<file path="config.mk">
export PLATFORM = sky130hd
export DESIGN_NAME = pc_sequencer
export DESIGN_NICKNAME = d
export VERILOG_FILES = /design/src/rtl/pc_sequencer.sv
export SDC_FILE = /design/constraint.sdc
export NUM_CORES = 1
export LEC_CHECK = 0
export BUFFER_PORTS_ARGS = -buffer_cell sky130_fd_sc_hd__buf_2
export CORE_ASPECT_RATIO = 0.6
export CORE_MARGIN = 2
export CORE_UTILIZATION = 49
export CTS_CLUSTER_SIZE = 28
export DETAILED_ROUTE_END_ITERATION = 10
export PLACE_DENSITY = 0.9
export SKIP_CTS_REPAIR_TIMING = 1
export SLEW_MARGIN = 20
export SYNTH_ARGS = -nofsm -noshare
export SYNTH_HDL_FRONTEND = slang
export SYNTH_SLANG_ARGS = --single-unit
</file>
<file path="constraint.sdc">
create_clock -name Clock -period 2.7 [get_ports Clock]
set_input_delay 0.27 -clock Clock [delete_from_list [all_inputs] [get_ports Clock]]
set_output_delay 0.27 -clock Clock [all_outputs]
set_load 0.01 [all_outputs]
</file>
<file path="src/rtl/pc_sequencer.sv">
// pc_sequencer: program-counter sequencer with a fetch/execute FSM.
// Ports:
//   Clock, nReset                   clock, asynchronous active-low reset
//   imem_req, imem_addr             fetch request and address (address is the PC)
//   imem_valid, imem_data           program memory response
//   instr, instr_valid              instruction register and its execute qualifier
//   stall                           datapath not ready; hold the current instruction
//   PCincr, PCabsbranch, PCrelbranch, Branchaddr   decoder PC controls
//   pc, halted, icount              PC, halt flag, retired-instruction count
module pc_sequencer #(
  parameter int unsigned PSIZE = 8,
  parameter int unsigned ISIZE = 20
) (
  input  logic             Clock,
  input  logic             nReset,
  output logic             imem_req,
  output logic [PSIZE-1:0] imem_addr,
  input  logic             imem_valid,
  input  logic [ISIZE-1:0] imem_data,
  output logic [ISIZE-1:0] instr,
  output logic             instr_valid,
  input  logic             stall,
  input  logic             PCincr,
  input  logic             PCabsbranch,
  input  logic             PCrelbranch,
  input  logic [PSIZE-1:0] Branchaddr,
  output logic [PSIZE-1:0] pc,
  output logic             halted,
  output logic [15:0]      icount
);

  localparam int unsigned CW = 16;

  typedef enum logic [1:0] {
    IDLE  = 2'd0,
    FETCH = 2'd1,
    EXEC  = 2'd2,
    HALT  = 2'd3
  } state_t;

  state_t           r_state;
  logic [PSIZE-1:0] r_pc;
  logic [ISIZE-1:0] r_instr;
  logic [CW-1:0]    r_icount;

  // Status outputs decode the state register only, so none follows an input.
  assign imem_req    = (r_state == FETCH);
  assign instr_valid = (r_state == EXEC);
  assign halted      = (r_state == HALT);
  assign imem_addr   = r_pc;
  assign pc          = r_pc;
  assign instr       = r_instr;
  assign icount      = r_icount;

  // Sequencer FSM with PC, instruction and retire-count registers.
  always_ff @(posedge Clock or negedge nReset) begin
    if (!nReset) begin
      r_state  <= IDLE;
      r_pc     <= '0;
      r_instr  <= '0;
      r_icount <= '0;
    end else begin
      case (r_state)
        IDLE: r_state <= FETCH;

        FETCH: begin
          if (imem_valid) begin
            r_instr <= imem_data;
            r_state <= EXEC;
          end
        end

        EXEC: begin
          if (!stall) begin
            // Retire counter saturates instead of wrapping.
            if (r_icount != {CW{1'b1}}) r_icount <= r_icount + CW'(1);
            r_state <= FETCH;
            if (PCabsbranch)      r_pc <= Branchaddr;
            else if (PCrelbranch) r_pc <= r_pc + Branchaddr; // two's-complement add wraps modulo 2^PSIZE
            else if (PCincr)      r_pc <= r_pc + PSIZE'(1);
            else                  r_state <= HALT;
          end
        end

        HALT: r_state <= HALT;

        default: r_state <= IDLE;
      endcase
    end
  end

endmodule

</file>
======== Word level (Yosys, flattened, before mapping) ========
Index checks and enable logic that the tools add are counted.
cells by class
  equality and inequality tests ........... 6
  bitwise gates (word level) .............. 1
  $add $sub $neg .......................... 3
  reduce and logical (&&, ||, !) cells .... 6
  multiplexer cells ....................... 9
operator list
  kind                                                                     count
  8-bit 2-to-1 mux                                                         3
  16-bit by 1-bit adder with 16-bit output, second input constant          1
  16-bit inequality test, second input constant                            1
  2-bit 2-to-1 mux                                                         5
  8-bit by 1-bit adder with 8-bit output, second input constant            1
  8-bit adder                                                              1
  2-bit one-hot mux with 4 select lines                                    1
  3-bit AND reduction                                                      2
  2-bit equality test, second input constant                               2
  2-bit AND reduction                                                      2
  3-bit nonzero test                                                       1
  2-bit by 1-bit equality test with 1-bit output, second input constant    1
  2-bit logical NOT                                                        1
  2-bit by 1-bit inequality test with 1-bit output, second input constant  1
  2-bit inequality test, second input constant                             1
  1-bit NOT                                                                1
word-level totals
  bits of input ports ..................... 35
  word-level logic and storage cells ...... 29
  register bits after elaboration ......... 46
  output and inout port bits .............. 55

======== Longest topological paths before layout ========
  depth after elaboration ................. 5
  mapped depth ............................ 11
  gate-level depth less buffers ........... 10

======== Worst setup path before layout ========
Ideal clock, no wire load.
  kind .................................... input port to flip-flop
  from .................................... input port PCrelbranch
  to ...................................... register r_pc[6], in the netlist imem_addr[6]
  buffers on the path ..................... 1
  stages .................................. 11
  required time ........................... 2.635 ns
  arrival ................................. 2.005 ns
  setup time .............................. 0.065 ns
  path slack .............................. 0.630 ns
  path through ............................ buf_1 -> nand2b_1 -> ha_1 -> inv_1 -> fa_1 -> nor2b_4 -> o31a_1 -> o21a_1 -> o21a_1 -> o311ai_1 -> o21a_1
between the ends
  cells in the longest elaborated chain, start to end .. 2
  elaborated cells between the ends (all ways) .. 4
  classes of those cells .................. 2 x mux; 2 x reduce/logical
ends and longest elaborated chain
  element                                                                   RTL line  RTL
  start, declared                                                           25        input logic PCrelbranch,
  3-bit nonzero test (no source line) or 8-bit 2-to-1 mux (tied branches)   n/a
  3-bit AND reduction (no source line) or 8-bit 2-to-1 mux (tied branches)  n/a
  end signal, assigned                                                      78        if (PCabsbranch) r_pc <= Branchaddr;
  end signal, assigned                                                      79        else if (PCrelbranch) r_pc <= r_pc + Branchaddr;
  end signal, assigned                                                      80        else if (PCincr) r_pc <= r_pc + PSIZE'(1);
  end, declared                                                             42        logic [PSIZE-1:0] r_pc;
Several ways; a longest one is shown, not always the timed one.
A chain may end at the register's enable or synchronous reset.

======== Worst setup path after layout ========
  from .................................... register r_pc[0], in the netlist imem_addr[0]
  to ...................................... register r_pc[6], in the netlist imem_addr[6]
between the ends
  cells in the longest elaborated chain, start to end .. 4
  elaborated cells between the ends (all ways) .. 5
  classes of those cells .................. 2 x add/sub; 3 x mux
ends and longest elaborated chain
  element                                 RTL line
  8-bit by 1-bit adder with 8-bit output  80
  8-bit 2-to-1 mux                        80
  8-bit 2-to-1 mux *                      79
  8-bit 2-to-1 mux *                      78
Every way passes the cells marked *; elsewhere a longest branch is shown, timed or not. The select of a mux whose other input is x is not followed.

==> results by group <==
Synthesis
  • Post-synth EDFFs: 0
  • Synth area leader: dfrtp_1
  • Share of flip-flops with an asynchronous set or reset: 100.0%
  • Synth warn: 0
  • Main synth FF type: dfrtp_1
  • #FFs+latches synth: 46
  • Register area share after synthesis: 48.37%
  • Avg Inst Size Synth: 11.12 um2
  • Yosys cell types: 43
  • Cell with the most instances after synthesis: dfrtp_1
  • Syn nets: 258
  • Syn Std Cell Area: 2380 um2
  • Top-area cell type share of the netlist area: 48.37%
  • Syn Inst Count: 214
  • Top cells by area, synth: dfrtp_1 (48%), mux2_2 (10%), ha_1 (4.2%)
  • Synth cell count leaders: dfrtp_1 (46), mux2_2 (22), nor2_1 (14), nand2_1 (12)

Timing
  • Setup TNS: 0 ns
  • Worst slew margin: 58.87%
  • Fmax: 485.9 MHz
  • RSZ-0062 raised after global routing: false
  • Period utilization: 76.22%
  • Skew final: roughly 0.0042 ns
  • Final Hold Vio Count: 46
  • Actual slew at the worst max-slew pin: around 0.62 ns
  • Crit path time final: 2.058 ns
  • Final Max Slew Viols: 0
  • Worst Setup Slack, final: between 0.6 and 0.7 ns
  • Final Setup Violations: 0
  • Min Hold Slack: -0.03446 ns

Run status
  • Failing checks: negative hold slack
  • Outcome: finished with violations

Clock tree
  • CTS H-tree depth: 2
  • Clk Latency, worst-skew pair: 0.29 ns
  • Total CTS buffers: 5
  • Clock sink count: 46
  • Clock Pin Slew Worst Setup and Hold Paths: 0.08 ns
  • CTS tree: done
  • Worst-case clock buffer depth: 2
  • Root Buffer: clkbuf_8

Setup path
  • Slowest stage cell, crit path: dfrtp_1
  • Setup CP Type: flop to flop
  • Crit path capture: imem_addr[6]
  • Reg2reg end: imem_addr[6]
  • Top cell by count, worst path: o21a_1
  • CP bufs+invs: 1
  • Flop2flop setup slack: 0.64 ns
  • Endpoint class of the critical path: flop
  • Worst path max stage delay: 0.41 ns
  • Worst Path Arrival: 2.29 ns
  • Worst r2r src: imem_addr[0]
  • Crit path depth: 9
  • Worst Path Max Fanout: 4
  • CP top delay family: compound AO/OA/AOI/OAI gates
  • CP startpoint: imem_addr[0]
  • Worst setup SP type: flop
  • Critical Path RT: 2.93 ns
  • Reg2reg path depth: 9
  • Worst-path cell chain: ha_1, inv_1, fa_1, nor2b_4, o31a_1, o21a_1, o21a_1, o311ai_1, o21a_1

Cells and area
  • Nets: 342
  • Share of layout cells above drive strength 1: about 42%
  • Post-layout instance area: roughly 2900 um2
  • Area grow syn2layout: 22.82%
  • Number of diodes: 0
  • FILL cells: 385

Routing
  • Iteration-0 DRC Markers: between 50 and 60
  • Drt wl/cell: ~13 um
  • DRC: 0
  • Detail Route Antenna Nets: 0
  • TritonRoute pass-1 iters: 4
  • Vias after detailed routing: 1857
  • Final wirelength: 4884 um
  • Routed vias/inst: 5.130

Pwr
  • Clock Power Share: 16.1%
  • Power share of the sequential group: between 40% and 50%
  • Power density cells: 909.6 nW/um2
  • Comb power frac: between 40% and 50%
  • Static Leak: 1.464 nW
  • Switching power: 959.1 uW
  • Sw Share: 36.07%
  • Final Power: 2.659 mW
  • Internal: about 1.7 mW
  • VDD IR-drop max: 449.4 uV

Place
  • Final GP Congestion: approximately 0.8
  • Pre-CTS WS: 0.5417 ns
  • Detailed Place HPWL: 3683 um
  • Area after DPL: 2829 um2
  • Port buffer count: between 80 and 90

Die
  • Num rows: 19
  • Die footprint: roughly 5400 um2
  • # IOs: 90
  • Die Width: 93.97 um
  • Initial Utilization: 51.60%
  • Core area: between 4000 and 5000 um2
  • Die height: approximately 58 um

Global routing
  • Number of global-route vias before repair: ~1800
  • GR Overflow Total: 0
  • Largest net degree at the start of global routing: 47
  • Initial antenna violation count: 0
  • First-pass GRT wire length: ~8000 um
  • Gr usage total: 18.47%

Hold path
  • Hold WC Path Type: primary input to async pin

Flow run
  • Max Cap Viol: 0
[cells by family (layout without fill, tap and decap cells)]
kind of cell	count (synthesis)	count (layout)	share of synthesized area, %
XOR/XNOR	14	14	5.152
AO/OA/AOI/OAI	35	35	9.412
multiplexers	25	25	11.88
AND/OR/NAND/NOR	68	68	16.04
adder cells (fa/ha/maj)	9	9	5.048
buffers and inverters	17	102	4.100
flip-flops	46	46	48.37
[routing by layer]
metal | vias up | part of all wire (%) | track usage (%)
li1 | 919 | - | -
met2 | 63 | 44 | 30.10
met4 | 0 | 0.20 | 3.934
met3 | 2 | 6.5 | 4.291
met1 | 873 | 49 | 25.75
met5 | - | 0 | 0
[placed cells by master (no fill, tap or decap), types with 2 or more instances in the layout]
master,count
nand4_1,5
o21a_1,5
nor2b_4,2
buf_2,88
nand3_1,8
dfrtp_1,46
xnor2_1,10
nand2_1,12
ha_1,8
a21oi_1,10
nor2_1,14
o21ai_0,7
and3_4,2
nor3_1,6
clkbuf_8,6
mux2i_1,2
buf_4,2
a211oi_1,3
and2_1,6
mux2_2,22
inv_1,4
xor2_1,4
nand2b_1,2
and3_1,4
a21o_1,2
[sequential cells by signal (all words and copies together), names as in the netlist]
register,flops
icount,16
r_state,2
instr,20
imem_addr,8
[worst min path at each step]
stage               slack (ns)            to  cells past startpoint  startpoint
floorplan                -0.03     icount[0]                      0      nReset
global placement          0.48     icount[4]                      1   icount[4]
detailed placement        0.48     icount[4]                      1   icount[4]
CTS                       0.17  imem_addr[1]                      1      nReset
global route             0.002  imem_addr[1]                      1      nReset
finish                   -0.03  imem_addr[2]                      1      nReset
[power groups by stage]
stage               combinational (mW)  clock [mW]  sequential, mW
global route                      1.25       0.477            1.14
floorplan                        0.664           0            1.21
CTS                               1.14       0.442            1.10
detailed placement                1.14           0            1.11
finish                            1.13       0.429            1.10
global placement                  1.11           0            1.10
[per-stage QoR]
stage | instances | util [%]
finish | 362 | 63.37
global route | 362 | 63.37
CTS | 362 | 63.32
detailed placement | 354 | 61.34
global placement | 354 | 61.34
floorplan | 214 | -
[cell type report]
| class | instances | area, um2 | area share (%) |
|---|---|---|---|
| Clock buffer | 7 | 86.33 | 2.954 |
| Inverter | 4 | 15.01 | 0.5137 |
| Timing Repair Buffer | 90 | 455.4 | 15.58 |
| Clock inverter | 1 | 5.005 | 0.1712 |
| Multi-Input combinational cell | 151 | 1131 | 38.70 |
| Tap cell | 63 | 78.83 | 2.697 |
| Sequential cell | 46 | 1151 | 39.38 |
No activity file was read; power rests on OpenSTA's default activity.
